**src/rtl/freq_classifier_n.sv**
```systemverilog
// Per-channel square-wave period classifier: synchronizes each input, measures
// the clocks between rising edges, and reports a debounced band class.
module freq_classifier_n #(
  parameter int CHANNELS  = 3,
  parameter int CNT_W     = 21,
  parameter int TIMEOUT   = 1000000,
  parameter int BAND1_MIN = 180000,
  parameter int BAND1_MAX = 220000,
  parameter int BAND2_MIN = 36000,
  parameter int BAND2_MAX = 44000,
  parameter int MATCH_CNT = 3
) (
  input  logic                  clock,
  input  logic                  reset,
  input  logic [CHANNELS-1:0]   sig_in,
  output logic [2*CHANNELS-1:0] class_out,
  output logic [CHANNELS-1:0]   change_strobe
);

  localparam logic [CNT_W-1:0] TO_C   = CNT_W'(TIMEOUT);
  localparam logic [CNT_W-1:0] B1_LO  = CNT_W'(BAND1_MIN);
  localparam logic [CNT_W-1:0] B1_HI  = CNT_W'(BAND1_MAX);
  localparam logic [CNT_W-1:0] B2_LO  = CNT_W'(BAND2_MIN);
  localparam logic [CNT_W-1:0] B2_HI  = CNT_W'(BAND2_MAX);
  localparam logic [CNT_W-1:0] ONE_C  = {{(CNT_W-1){1'b0}}, 1'b1};
  localparam logic [CNT_W-1:0] ZERO_C = {CNT_W{1'b0}};
  localparam logic [3:0]       MATCH_C = 4'(MATCH_CNT);

  localparam logic [1:0] CLS_NONE = 2'b00;
  localparam logic [1:0] CLS_B1   = 2'b01;
  localparam logic [1:0] CLS_B2   = 2'b10;
  localparam logic [1:0] CLS_OUT  = 2'b11;

  function automatic logic [1:0] classify(input logic [CNT_W-1:0] p);
    logic [1:0] c;
    if (p >= B1_LO && p <= B1_HI) begin
      c = CLS_B1;
    end else if (p >= B2_LO && p <= B2_HI) begin
      c = CLS_B2;
    end else begin
      c = CLS_OUT;
    end
    return c;
  endfunction

  // Edge detection stays blocked until the synchronizer and previous flops hold
  // real samples, so a level already high at reset release is not an edge.
  logic [2:0] live_r;

  // Post-reset warm-up shift register
  always_ff @(posedge clock or posedge reset) begin
    if (reset) begin
      live_r <= 3'b000;
    end else begin
      live_r <= {live_r[1:0], 1'b1};
    end
  end

  for (genvar g = 0; g < CHANNELS; g++) begin : g_ch
    logic             sync1_r, sync2_r, prev_r, armed_r, strobe_r;
    logic [CNT_W-1:0] cnt_r;
    logic [1:0]       cand_r, cls_r;
    logic [3:0]       run_r;

    logic             edge_s, armed_s, strobe_s;
    logic [CNT_W-1:0] cnt_s;
    logic [1:0]       cand_s, cls_s, meas_s;
    logic [3:0]       run_s;

    // Next-state: arming, period measurement, match filter and timeout
    always_comb begin
      edge_s   = sync2_r & ~prev_r & live_r[2];
      armed_s  = armed_r;
      cnt_s    = cnt_r;
      cand_s   = cand_r;
      run_s    = run_r;
      cls_s    = cls_r;
      strobe_s = 1'b0;
      meas_s   = classify(cnt_r);
      if (edge_s) begin
        cnt_s = ONE_C;
        if (!armed_r) begin
          armed_s = 1'b1;
        end else begin
          if (meas_s == cand_r) begin
            run_s = (run_r >= MATCH_C) ? MATCH_C : run_r + 4'd1;
          end else begin
            run_s = 4'd1;
          end
          cand_s = meas_s;
          if (run_s == MATCH_C && meas_s != cls_r) begin
            cls_s    = meas_s;
            strobe_s = 1'b1;
          end else begin
            cls_s = cls_r;
          end
        end
      end else if (armed_r) begin
        if (cnt_r == TO_C) begin
          armed_s  = 1'b0;
          cnt_s    = ZERO_C;
          run_s    = 4'd0;
          cand_s   = CLS_NONE;
          cls_s    = CLS_NONE;
          strobe_s = (cls_r != CLS_NONE);
        end else begin
          cnt_s = cnt_r + ONE_C;
        end
      end else begin
        cnt_s = cnt_r;
      end
    end

    // Channel state registers
    always_ff @(posedge clock or posedge reset) begin
      if (reset) begin
        sync1_r  <= 1'b0;
        sync2_r  <= 1'b0;
        prev_r   <= 1'b0;
        armed_r  <= 1'b0;
        cnt_r    <= ZERO_C;
        cand_r   <= CLS_NONE;
        run_r    <= 4'd0;
        cls_r    <= CLS_NONE;
        strobe_r <= 1'b0;
      end else begin
        sync1_r  <= sig_in[g];
        sync2_r  <= sync1_r;
        prev_r   <= sync2_r;
        armed_r  <= armed_s;
        cnt_r    <= cnt_s;
        cand_r   <= cand_s;
        run_r    <= run_s;
        cls_r    <= cls_s;
        strobe_r <= strobe_s;
      end
    end

    assign class_out[2*g+1:2*g] = cls_r;
    assign change_strobe[g]     = strobe_r;
  end

endmodule

```
**config.mk**
```make
export PLATFORM = sky130hd
export DESIGN_NAME = freq_classifier_n
export DESIGN_NICKNAME = d
export VERILOG_FILES = /design/src/rtl/freq_classifier_n.sv
export SDC_FILE = /design/constraint.sdc
export NUM_CORES = 1
export LEC_CHECK = 0
export CAP_MARGIN = 20
export CORE_ASPECT_RATIO = 1.4
export CORE_UTILIZATION = 50
export DETAILED_ROUTE_END_ITERATION = 6
export PLACE_DENSITY_LB_ADDON = 0.08
export SLEW_MARGIN = 40
export SYNTH_ARGS = -nofsm -noshare
export SYNTH_HDL_FRONTEND = slang
export SYNTH_SLANG_ARGS = --single-unit
```
**constraint.sdc**
```tcl
create_clock -name clock -period 6 [get_ports clock]
set_clock_uncertainty 0.15 [all_clocks]
set_input_delay 0.6 -clock clock [delete_from_list [all_inputs] [get_ports clock]]
set_output_delay 0.6 -clock clock [all_outputs]
set_load 0.02 [all_outputs]
```
==> summary.log, run 1 <==
[logic_synthesis] fraction of registers with async set or reset after synthesis 100%
[sta] TNS Setup 0 ns
[floorplanning] vertical die dimension 130 um
[layout] Final Cell Area 0.00631 mm2
[logic_synthesis] share of the synthesized area in the top cell type 44.7%
[worst_setup_path] category of the most critical setup path reg -> reg
[sta] final slew viol count 0
[logic_synthesis] post-synthesis instance area 0.00588 mm2
[outcome] run status completed
[power] Power per Cell Area 283 mW/mm2
[logic_synthesis] post-synthesis cell type count 76
[logic_synthesis] number of warning messages in the yosys log 0
[clocking] number of buffers created by CTS 9
[logic_synthesis] EDFF count, synth 0
[logic_synthesis] Synth Flop Type sky130_fd_sc_hd__dfrtp_1
[sta] setup repair after global routing missed its margin false
[clocking] clock latency at the later pin of the worst-skew pair 0.35 ns
[placement] post-detailed-placement cell area 0.00603 mm2
[sta] peak clock frequency supported by timing 350 MHz
[layout] FILL cells 1037
[worst_setup_path] number of cells on the worst reg-to-reg path 10
[clocking] clock sink count 105
[layout] final-stage net count 657
[clocking] CTS tree built
[global_routing] via count of the first global-routing pass 4486
[layout] Area Growth Syn to Fin 7.45%
[global_routing] pin count of the biggest net entering global routing 59
[logic_synthesis] gate count of the mapped netlist 657
[floorplanning] Initial Utilization 51.6%
[floorplanning] area of the core 0.0114 mm2
[worst_setup_path] critical path launch point g_ch[1].cnt_r[0]
[layout] Antenna diodes 0
[sta] worst-case hold slack 0.203 ns
[logic_synthesis] Area contributors post-synth sky130_fd_sc_hd__dfrtp_1, sky130_fd_sc_hd__nand2_1, sky130_fd_sc_hd__nor2_1
[power] peak ir drop on the vdd network 0.000168 V
[placement] count of port buffers added during placement 13
[sta] max_slew headroom 50.4%
[worst_setup_path] worst setup path end g_ch[1].cls_r[0]
[clocking] CTS Buffer Depth 2
[layout] layout cells sized above 1 6.33%
[worst_setup_path] critical register-to-register path startpoint g_ch[1].cnt_r[0]
[power] Static Leakage 2.70 nW
[worst_setup_path] crit path capture type register
[floorplanning] floorplan row count 46
[floorplanning] Die Footprint 0.0122 mm2
[clocking] post_cts resized 0
[worst_setup_path] largest driver fanout on the critical path 5
[layout] most frequent standard cell in the layout excluding fill and tap cells sky130_fd_sc_hd__dfrtp_1
[clocking] depth of the CTS H-tree 3
[flow_run] number of maximum-capacitance violations 0
[sta] period utilization 47.6%
[global_routing] initial antenna violation count 0
[sta] final setup fails 0
[worst_setup_path] worst path required time 6.08 ns
[worst_setup_path] capture point of the worst reg-to-reg path g_ch[1].cls_r[0]
[detailed_routing] WL final 12000 um
[placement] DP Wirelength 8560 um
[logic_synthesis] most area-hungry cell type in the Yosys netlist sky130_fd_sc_hd__dfrtp_1
[floorplanning] Die Width 93.6 um
[sta] minimum clock period 2.85 ns
[layout] utilization after layout 55.4%
[global_routing] wire length of the first global-routing pass 20600 um
[clocking] number of hold-repair buffers added at the cts stage 0
[clocking] post-CTS setup repair buffer count 0
[placement] Placer Congestion 0.891
[detailed_routing] Starting DRT DRC Count 281
[sta] actual slew at the worst max-slew pin 0.742 ns
[detailed_routing] antenna viol nets, final 0
[detailed_routing] detailed-route wire length per cell 15.1 um
[logic_synthesis] synthesized area per cell 8.94 um2
[worst_setup_path] worst path arrival time 2.94 ns
[detailed_routing] number of vias after detailed routing 4691
[floorplanning] Ports 14
[logic_synthesis] post-synthesis net count 671
[clocking] clock input transition at the sequential cells of the worst setup and hold paths 0.07 ns
[worst_setup_path] kind of start point of the critical path register
[global_routing] overall track demand over capacity in global routing 21.3%
[min_path] source of the worst hold timing path g_ch[2].sync1_r
[worst_setup_path] reg2reg setup slack 3.15 ns
[min_path] kind of path behind the tightest hold check reg -> reg
[logic_synthesis] part of the Yosys area used for sequential elements 44.7%
[detailed_routing] via-per-instance ratio 5.92
[global_routing] residual overflow from global routing 0
[detailed_routing] number of remaining DRC errors 0
[detailed_routing] TritonRoute pass-1 iters 4
[layout] most frequent cells in the layout sky130_fd_sc_hd__dfrtp_1, sky130_fd_sc_hd__nand2_1, sky130_fd_sc_hd__nor2_1
[logic_synthesis] count of state elements after synthesis 105
[power] total power after layout 1.79 mW
[clocking] master cell of the clock root buffer sky130_fd_sc_hd__clkbuf_16
[sta] final count of hold timing violations 0
## stage by stage
| step | setup WS, ns | std cells |
|---|---|---|
| 2_1_floorplan | 2.49 | 657 |
| 3_3_place_gp | 3.15 | 776 |
| 3_5_place_dp | 3.14 | 776 |
| 4_1_cts | 3.13 | 792 |
| 5_1_grt | 2.98 | 792 |
| 6_report | 3.15 | 792 |
## flip-flops by register name, indices dropped and copies added (netlist names)
name	flops
g_ch.cnt_r	63
g_ch.run_r	12
g_ch.cand_r	6
g_ch.cls_r	6
g_ch.armed_r	3
g_ch.prev_r	3
g_ch.strobe_r	3
g_ch.sync1_r	3
g_ch.sync2_r	3
live_r	3
## how the worst min path moves through the flow
stage	slack (ns)	cells past startpoint	end
floorplan	0.18	0	g_ch[0].sync2_r
global placement	0.18	0	live_r[1]
finish	0.20	0	g_ch[2].sync2_r
CTS	0.21	0	g_ch[2].sync2_r
global route	0.21	0	g_ch[2].sync2_r
detailed placement	0.19	0	g_ch[2].sync2_r
## layer usage
metal | vias up | wire length (um) | track usage, %
met1 | 2283 | 5340 | 26.5
met5 | - | 0 | 0
met3 | 33 | 262 | 3.09
met4 | 0 | 502 | 12.5
li1 | 2301 | - | -
met2 | 74 | 5850 | 35.3
## power by group
group,total (mW),internal [mW],switching (mW)
Combinational,0.332,0.159,0.173
Sequential,0.888,0.791,0.0972
Clock,0.569,0.292,0.277
Total,1.79,1.24,0.548
## kinds of logic after synthesis
group | count (synthesis) | share of synthesized area [%]
compound gates | 132 | 14.7
buf+inv | 54 | 3.98
flops | 105 | 44.7
xor+xnor | 43 | 6.67
fa+ha+maj | 9 | 1.92
simple gates | 312 | 27.8
other cells | 1 | 0.0638
mux | 1 | 0.170
## final cells by class
cell class                 instances  area (um2)  share of cell area, %
clock buffer                      10         229                   3.63
clock inverter                     6        55.1                  0.872
inverter                          15        58.8                  0.931
multi-input combinational        498        3030                   47.9
sequential                       105        2630                   41.6
tap                              144         180                   2.85
timing repair buffer              14         138                   2.18
## critical path, stage by stage, from the launching register on
cell	delay, ns
sky130_fd_sc_hd__dfrtp_1	0.42
sky130_fd_sc_hd__inv_1	0.08
sky130_fd_sc_hd__ha_1	0.13
sky130_fd_sc_hd__or4b_4	0.49
sky130_fd_sc_hd__nor4_2	0.37
sky130_fd_sc_hd__a2111o_1	0.15
sky130_fd_sc_hd__nand4b_1	0.15
sky130_fd_sc_hd__a221oi_2	0.25
sky130_fd_sc_hd__o211ai_1	0.18
sky130_fd_sc_hd__a21o_1	0.24
sky130_fd_sc_hd__o2bb2ai_1	0.12
## Yosys cell counts, types with 3 or more instances
cell,n
sky130_fd_sc_hd__nand2_1,72
sky130_fd_sc_hd__xor2_1,26
sky130_fd_sc_hd__o21ai_1,5
sky130_fd_sc_hd__buf_2,9
sky130_fd_sc_hd__buf_4,3
sky130_fd_sc_hd__nor3_1,25
sky130_fd_sc_hd__clkbuf_1,25
sky130_fd_sc_hd__o2111ai_1,3
sky130_fd_sc_hd__xnor2_1,15
sky130_fd_sc_hd__a21o_1,7
sky130_fd_sc_hd__or4b_4,4
sky130_fd_sc_hd__a21oi_1,36
sky130_fd_sc_hd__nand4bb_1,3
sky130_fd_sc_hd__nor4_1,7
sky130_fd_sc_hd__dfrtp_1,105
sky130_fd_sc_hd__o31ai_1,7
sky130_fd_sc_hd__o21ai_0,35
sky130_fd_sc_hd__o211ai_1,7
sky130_fd_sc_hd__o41ai_1,3
sky130_fd_sc_hd__nand2b_1,11
sky130_fd_sc_hd__nor2_1,71
sky130_fd_sc_hd__ha_1,9
sky130_fd_sc_hd__nand3b_1,3
sky130_fd_sc_hd__inv_1,15
sky130_fd_sc_hd__nand4_1,13
sky130_fd_sc_hd__or3_1,15
sky130_fd_sc_hd__and3_1,15
sky130_fd_sc_hd__nand3_1,38
sky130_fd_sc_hd__and2_1,9
Note: power is estimated with default switching activity, not from simulation.
==> inputs of run 2 (changes only) <==
==> constraint.sdc (replaced) <==
create_clock -name clock -period 2.6 [get_ports clock]
set_clock_uncertainty 0.15 [all_clocks]
set_input_delay 0.26 -clock clock [delete_from_list [all_inputs] [get_ports clock]]
set_output_delay 0.26 -clock clock [all_outputs]
set_load 0.02 [all_outputs]
==> run 2 against run 1 <==
The run now ends with setup timing left; first-iteration DRC count shrank 14%; register-to-register slack lost 3.3 ns; count of clock-buffer cells in the layout is the same; critical path type unchanged; largest cell class unchanged; critical endpoint unchanged.
==> summary.log, run 2 (synthesis results as in run 1) <==
[detailed_routing] number of remaining DRC errors 0
[floorplanning] area of the core 0.0114 mm2
[sta] final count of hold timing violations 0
[sta] minimum setup slack in the final design -0.111 ns
[flow_run] number of maximum-capacitance violations 0
[detailed_routing] TritonRoute pass-1 iters 5
[clocking] depth of the CTS H-tree 3
[clocking] clock input transition at the sequential cells of the worst setup and hold paths 0.07 ns
[sta] actual slew at the worst max-slew pin 0.645 ns
[layout] utilization after layout 61.7%
[detailed_routing] antenna viol nets, final 0
[sta] setup repair after global routing missed its margin true
[global_routing] initial antenna violation count 0
[placement] DP Wirelength 9870 um
[floorplanning] Die Footprint 0.0122 mm2
[detailed_routing] via-per-instance ratio 5.83
[layout] FILL cells 1012
[sta] final slew viol count 0
[floorplanning] Ports 14
[worst_setup_path] crit-path most repeated cell sky130_fd_sc_hd__o211ai_1
[placement] Placer Congestion 0.863
[floorplanning] Initial Utilization 51.6%
[worst_setup_path] worst path arrival time 2.80 ns
[floorplanning] floorplan row count 46
[layout] Area Growth Syn to Fin 19.6%
[worst_setup_path] crit path capture type register
[clocking] clock sink count 105
[layout] most frequent cells in the layout sky130_fd_sc_hd__dfrtp_1, sky130_fd_sc_hd__nand2_1, sky130_fd_sc_hd__nor2_1, sky130_fd_sc_hd__buf_4, sky130_fd_sc_hd__nand3_1
[worst_setup_path] slowest cell on the critical path sky130_fd_sc_hd__or4b_4
[sta] final setup fails 6
[detailed_routing] Starting DRT DRC Count 242
[floorplanning] vertical die dimension 130 um
[layout] flip-flop count of the largest register, all copies and words added 63
[layout] final-stage net count 729
[global_routing] overall track demand over capacity in global routing 24.1%
[power] peak ir drop on the vdd network 0.000373 V
[power] Static Leakage 3.12 nW
[clocking] number of buffers created by CTS 9
[global_routing] pin count of the biggest net entering global routing 66
[worst_setup_path] crit path cell chain or4b_4, nor2_2, and3_1, o211ai_1, a221oi_2, o211ai_1, a21o_1, o2bb2ai_2
[worst_setup_path] largest driver fanout on the critical path 7
[floorplanning] Die Width 93.6 um
[sta] max_slew headroom 56.6%
[global_routing] via count of the first global-routing pass 4975
[sta] period utilization 104%
[layout] most frequent standard cell in the layout excluding fill and tap cells sky130_fd_sc_hd__dfrtp_1
[clocking] CTS Buffer Depth 2
[clocking] clock latency at the later pin of the worst-skew pair 0.35 ns
[layout] layout cells sized above 1 18.1%
[detailed_routing] WL final 13800 um
[worst_setup_path] critical path's largest stage delay 0.56 ns
[sta] minimum clock period 2.71 ns
[clocking] CTS tree built
[worst_setup_path] category of the most critical setup path reg -> reg
[clocking] number of hold-repair buffers added at the cts stage 0
[min_path] kind of path behind the tightest hold check in -> async
[global_routing] residual overflow from global routing 0
[sta] peak clock frequency supported by timing 369 MHz
[detailed_routing] detailed-route wire length per cell 15.9 um
[global_routing] wire length of the first global-routing pass 23100 um
[worst_setup_path] worst path required time 2.68 ns
[worst_setup_path] kind of start point of the critical path register
[layout] Antenna diodes 0
[clocking] master cell of the clock root buffer sky130_fd_sc_hd__clkbuf_16
[power] Power per Cell Area 632 mW/mm2
[sta] TNS Setup -0.308 ns
[outcome] failing checks setup timing
[layout] largest reg by FF count g_ch.cnt_r
[layout] largest registers g_ch.cnt_r x63, g_ch.run_r x12
[placement] count of port buffers added during placement 13
[detailed_routing] number of vias after detailed routing 5041
[outcome] run status complete, but fails checks
-- run 2: what timing repair did --
| action | in CTS | in global routing |
|---|---|---|
| buffers inserted | 2 | 3 |
| gates resized for setup | 12 | 13 |
| pin swaps | 12 | 10 |
| setup endpoints to repair | 8 | 12 |
| hold endpoints to repair | 0 | 0 |
-- run 2: layer usage --
| layer | vias up | track usage (%) | share of wire (%) |
|---|---|---|---|
| met5 | - | 0 | 0 |
| met4 | 0 | 10.8 | 2.3 |
| met3 | 27 | 3.09 | 2.5 |
| met2 | 93 | 44.1 | 53 |
| met1 | 2484 | 28.1 | 42 |
| li1 | 2437 | - | - |
-- run 2: path summary, 6_finish.rpt --
path	start	to	slack, ns	cells past startpoint
min	reset	g_ch[1].cnt_r[17]	0.03	2
max in group asynchronous	reset	g_ch[0].cnt_r[8]	1.68	3
min in group clock	sig_in[0]	g_ch[0].sync1_r	0.19	1
max	g_ch[1].cnt_r[15]	g_ch[1].cls_r[0]	-0.11	8
min reg2reg	g_ch[1].sync1_r	g_ch[1].sync2_r	0.20	0
max reg2reg	g_ch[1].cnt_r[15]	g_ch[1].cls_r[0]	-0.11	8
-- run 2: per-stage QoR --
stage	power (mW)	setup WS, ns	std cells	hold slack (ns)	cell area (um2)
floorplan	2.62	0.0137	657	0.141	5880
global route	4.67	-0.221	864	0.0313	7030
detailed placement	3.03	-0.121	843	0.187	6550
global placement	2.97	0.0167	843	0.184	6550
CTS	4.42	-0.0645	861	0.0285	6940
finish	4.44	-0.111	864	0.0326	7030
-- run 2: critical path: cells and delay by family, from the launching register on --
kind | cells | cell delay [ns]
AO/OA/AOI/OAI | 5 | 1.00
AND/OR/NAND/NOR | 3 | 0.98
flip-flops | 1 | 0.46
-- run 2: power breakdown --
group | switching, mW | internal, mW | leakage [nW]
registers | 0.173 | 1.82 | 1.38
logic | 0.556 | 0.533 | 1.60
clock network | 0.656 | 0.698 | 0.144
-- run 2: area by class of cell --
type / count / area [um2] / share of cell area (%)
multi-input cells: 498 / 3150 / 44.9
flip-flops and latches: 105 / 2630 / 37.4
clock inverters: 6 / 61.3 / 0.872
well taps: 144 / 180 / 2.56
inverters: 15 / 60.1 / 0.855
clock buffers: 10 / 239 / 3.40
repair buffers: 86 / 707 / 10.1
==> inputs of run 3 (changes only) <==
--- a/config.mk
+++ b/config.mk
@@ -9,6 +9,7 @@
 export CORE_ASPECT_RATIO = 1.4
 export CORE_UTILIZATION = 50
 export DETAILED_ROUTE_END_ITERATION = 6
+export MAX_ROUTING_LAYER = met4
 export PLACE_DENSITY_LB_ADDON = 0.08
 export SLEW_MARGIN = 40
 export SYNTH_ARGS = -nofsm -noshare
==> run 3 against run 2 <==
The run still ends with setup timing left; routed wire length decreased by 1.1%; power decreased by 0.31%; critical path type unchanged; utilization increased by 0.31 points.
==> summary.log, run 3 (synthesis results as in run 1) <==
[floorplanning] Die Width 93.6 um
[layout] final-stage net count 733
[sta] actual slew at the worst max-slew pin 0.622 ns
[layout] most frequent cells in the layout sky130_fd_sc_hd__dfrtp_1, sky130_fd_sc_hd__buf_4, sky130_fd_sc_hd__nand2_1
[layout] sequential standard cell area 0.00263 mm2
[detailed_routing] number of remaining DRC errors 0
[layout] FILL cells 946
[worst_setup_path] worst path required time 2.69 ns
[detailed_routing] detailed-route wire length per cell 15.7 um
[floorplanning] area of the core 0.0114 mm2
[clocking] number of buffers created by CTS 9
[sta] final slew viol count 0
[global_routing] pin count of the biggest net entering global routing 44
[power] peak ir drop on the vdd network 0.000325 V
[sta] final count of hold timing violations 0
[detailed_routing] WL final 13600 um
[detailed_routing] number of vias after detailed routing 5062
[clocking] clock input transition at the sequential cells of the worst setup and hold paths 0.07 ns
[clocking] master cell of the clock root buffer sky130_fd_sc_hd__clkbuf_16
[layout] most frequent standard cell in the layout excluding fill and tap cells sky130_fd_sc_hd__dfrtp_1
[worst_setup_path] category of the most critical setup path reg -> reg
[sta] peak clock frequency supported by timing 369 MHz
[power] switch share 30.9%
[global_routing] overall track demand over capacity in global routing 23.9%
[flow_run] number of maximum-capacitance violations 0
[layout] flip-flop count of the largest register, all copies and words added 63
[power] total power after layout 4.43 mW
[global_routing] via count of the first global-routing pass 4828
[layout] layout cells sized above 1 18.8%
[worst_setup_path] largest driver fanout on the critical path 3
[layout] largest reg by FF count g_ch.cnt_r
[detailed_routing] TritonRoute pass-1 iters 5
[floorplanning] vertical die dimension 130 um
[layout] largest registers g_ch.cnt_r x63, g_ch.run_r x12
[clocking] clock latency at the later pin of the worst-skew pair 0.35 ns
[detailed_routing] via-per-instance ratio 5.83
[outcome] run status complete, but fails checks
[sta] period utilization 104%
[placement] count of port buffers added during placement 13
[clocking] clock sink count 105
[global_routing] residual overflow from global routing 0
[power] share of power burned in combinational logic 24.7%
[sta] final setup fails 6
[power] Pint 3.06 mW
[floorplanning] Ports 14
[sta] setup repair after global routing missed its margin true
[global_routing] initial antenna violation count 0
[clocking] CTS Buffer Depth 2
[floorplanning] Die Footprint 0.0122 mm2
[layout] utilization after layout 62.0%
[layout] multi-input gate area in the final layout 0.00317 mm2
[min_path] kind of path behind the tightest hold check in -> async
[worst_setup_path] kind of start point of the critical path register
[layout] Antenna diodes 0
[power] Power per Cell Area 627 mW/mm2
[sta] TNS Setup -0.351 ns
[power] Net Switching 1.37 mW
[global_routing] wire length of the first global-routing pass 22400 um
[floorplanning] floorplan row count 46
[power] Static Leakage 3.14 nW
[clocking] CTS tree built
[layout] Area Growth Syn to Fin 20.2%
[floorplanning] Initial Utilization 51.6%
[detailed_routing] Starting DRT DRC Count 275
[sta] minimum clock period 2.71 ns
[worst_setup_path] worst path arrival time 2.80 ns
[worst_setup_path] crit path capture type register
[detailed_routing] antenna viol nets, final 0
[power] fraction of power consumed by sequential logic 45.2%
[outcome] failing checks setup timing
[placement] DP Wirelength 9660 um
[power] relative contribution of the clock network to total power 30.1%
[clocking] depth of the CTS H-tree 3
[placement] Placer Congestion 0.887
[sta] minimum setup slack in the final design -0.111 ns
[sta] max_slew headroom 57.5%
==> run 3: final timing paths <==
path	endpoint	from	cells after the start	slack, ns
min in group clock	g_ch[0].sync1_r	sig_in[0]	1	0.20
worst min-delay path	g_ch[1].cnt_r[17]	reset	2	0.16
worst min register to register	g_ch[1].sync2_r	g_ch[1].sync1_r	0	0.20
worst max register to register	g_ch[1].cls_r[1]	g_ch[1].cnt_r[1]	10	-0.11
max in group asynchronous	g_ch[2].sync2_r	reset	3	1.54
worst max-delay path	g_ch[1].cls_r[1]	g_ch[1].cnt_r[1]	10	-0.11
==> run 3: what timing repair did <==
item,in CTS,in global routing
hold buffers,0,0
setup buffers,2,6
setup endpoints to repair,7,12
pin swaps,9,11
resized for setup,8,20
==> run 3: final cells by class <==
cell class	count	share of cell area, %
Multi-Input combinational cell	498	44.9
Sequential cell	105	37.2
Timing Repair Buffer	90	10.4
Clock buffer	10	3.38
Tap cell	144	2.55
Inverter	15	0.850
Clock inverter	6	0.762
==> run 3: per-layer routing <==
layer | routed length (um) | vias up | track usage, %
met3 | 339 | 27 | 3.03
met2 | 7210 | 97 | 43.2
met4 | 313 | 0 | 9.32
met5 | 0 | - | -
met1 | 5760 | 2496 | 26.7
li1 | - | 2442 | -
==> run 3: per-stage QoR <==
stage | instance area, um2 | std cells | hold WS, ns | setup WS [ns]
floorplan | 5880 | 657 | 0.141 | 0.0137
global placement | 6560 | 844 | 0.185 | 0.0174
detailed placement | 6560 | 844 | 0.186 | -0.0721
CTS | 6910 | 862 | 0.179 | 0.00126
global route | 7060 | 868 | 0.189 | -0.229
finish | 7060 | 868 | 0.160 | -0.111
==> run 3: power groups by stage <==
| stage | combinational [mW] | clock, mW | sequential [mW] |
|---|---|---|---|
| after floorplan | 0.566 | 0 | 2.05 |
| after global placement | 0.963 | 0 | 2.01 |
| after detailed placement | 0.995 | 0 | 2.02 |
| after CTS | 1.03 | 1.36 | 1.99 |
| after global routing | 1.20 | 1.43 | 2.02 |
| final | 1.09 | 1.33 | 2.00 |
==> run 3: critical path: stages, from the launching register on <==
cell and delay (ns):
sky130_fd_sc_hd__dfrtp_1 0.38, sky130_fd_sc_hd__inv_1 0.07, sky130_fd_sc_hd__ha_1 0.12, sky130_fd_sc_hd__or4b_4 0.51
sky130_fd_sc_hd__nor3_2 0.19, sky130_fd_sc_hd__and3_1 0.21, sky130_fd_sc_hd__o211ai_1 0.14, sky130_fd_sc_hd__a221oi_2 0.32
sky130_fd_sc_hd__o211ai_1 0.18, sky130_fd_sc_hd__a21o_1 0.21, sky130_fd_sc_hd__o2bb2ai_1 0.13
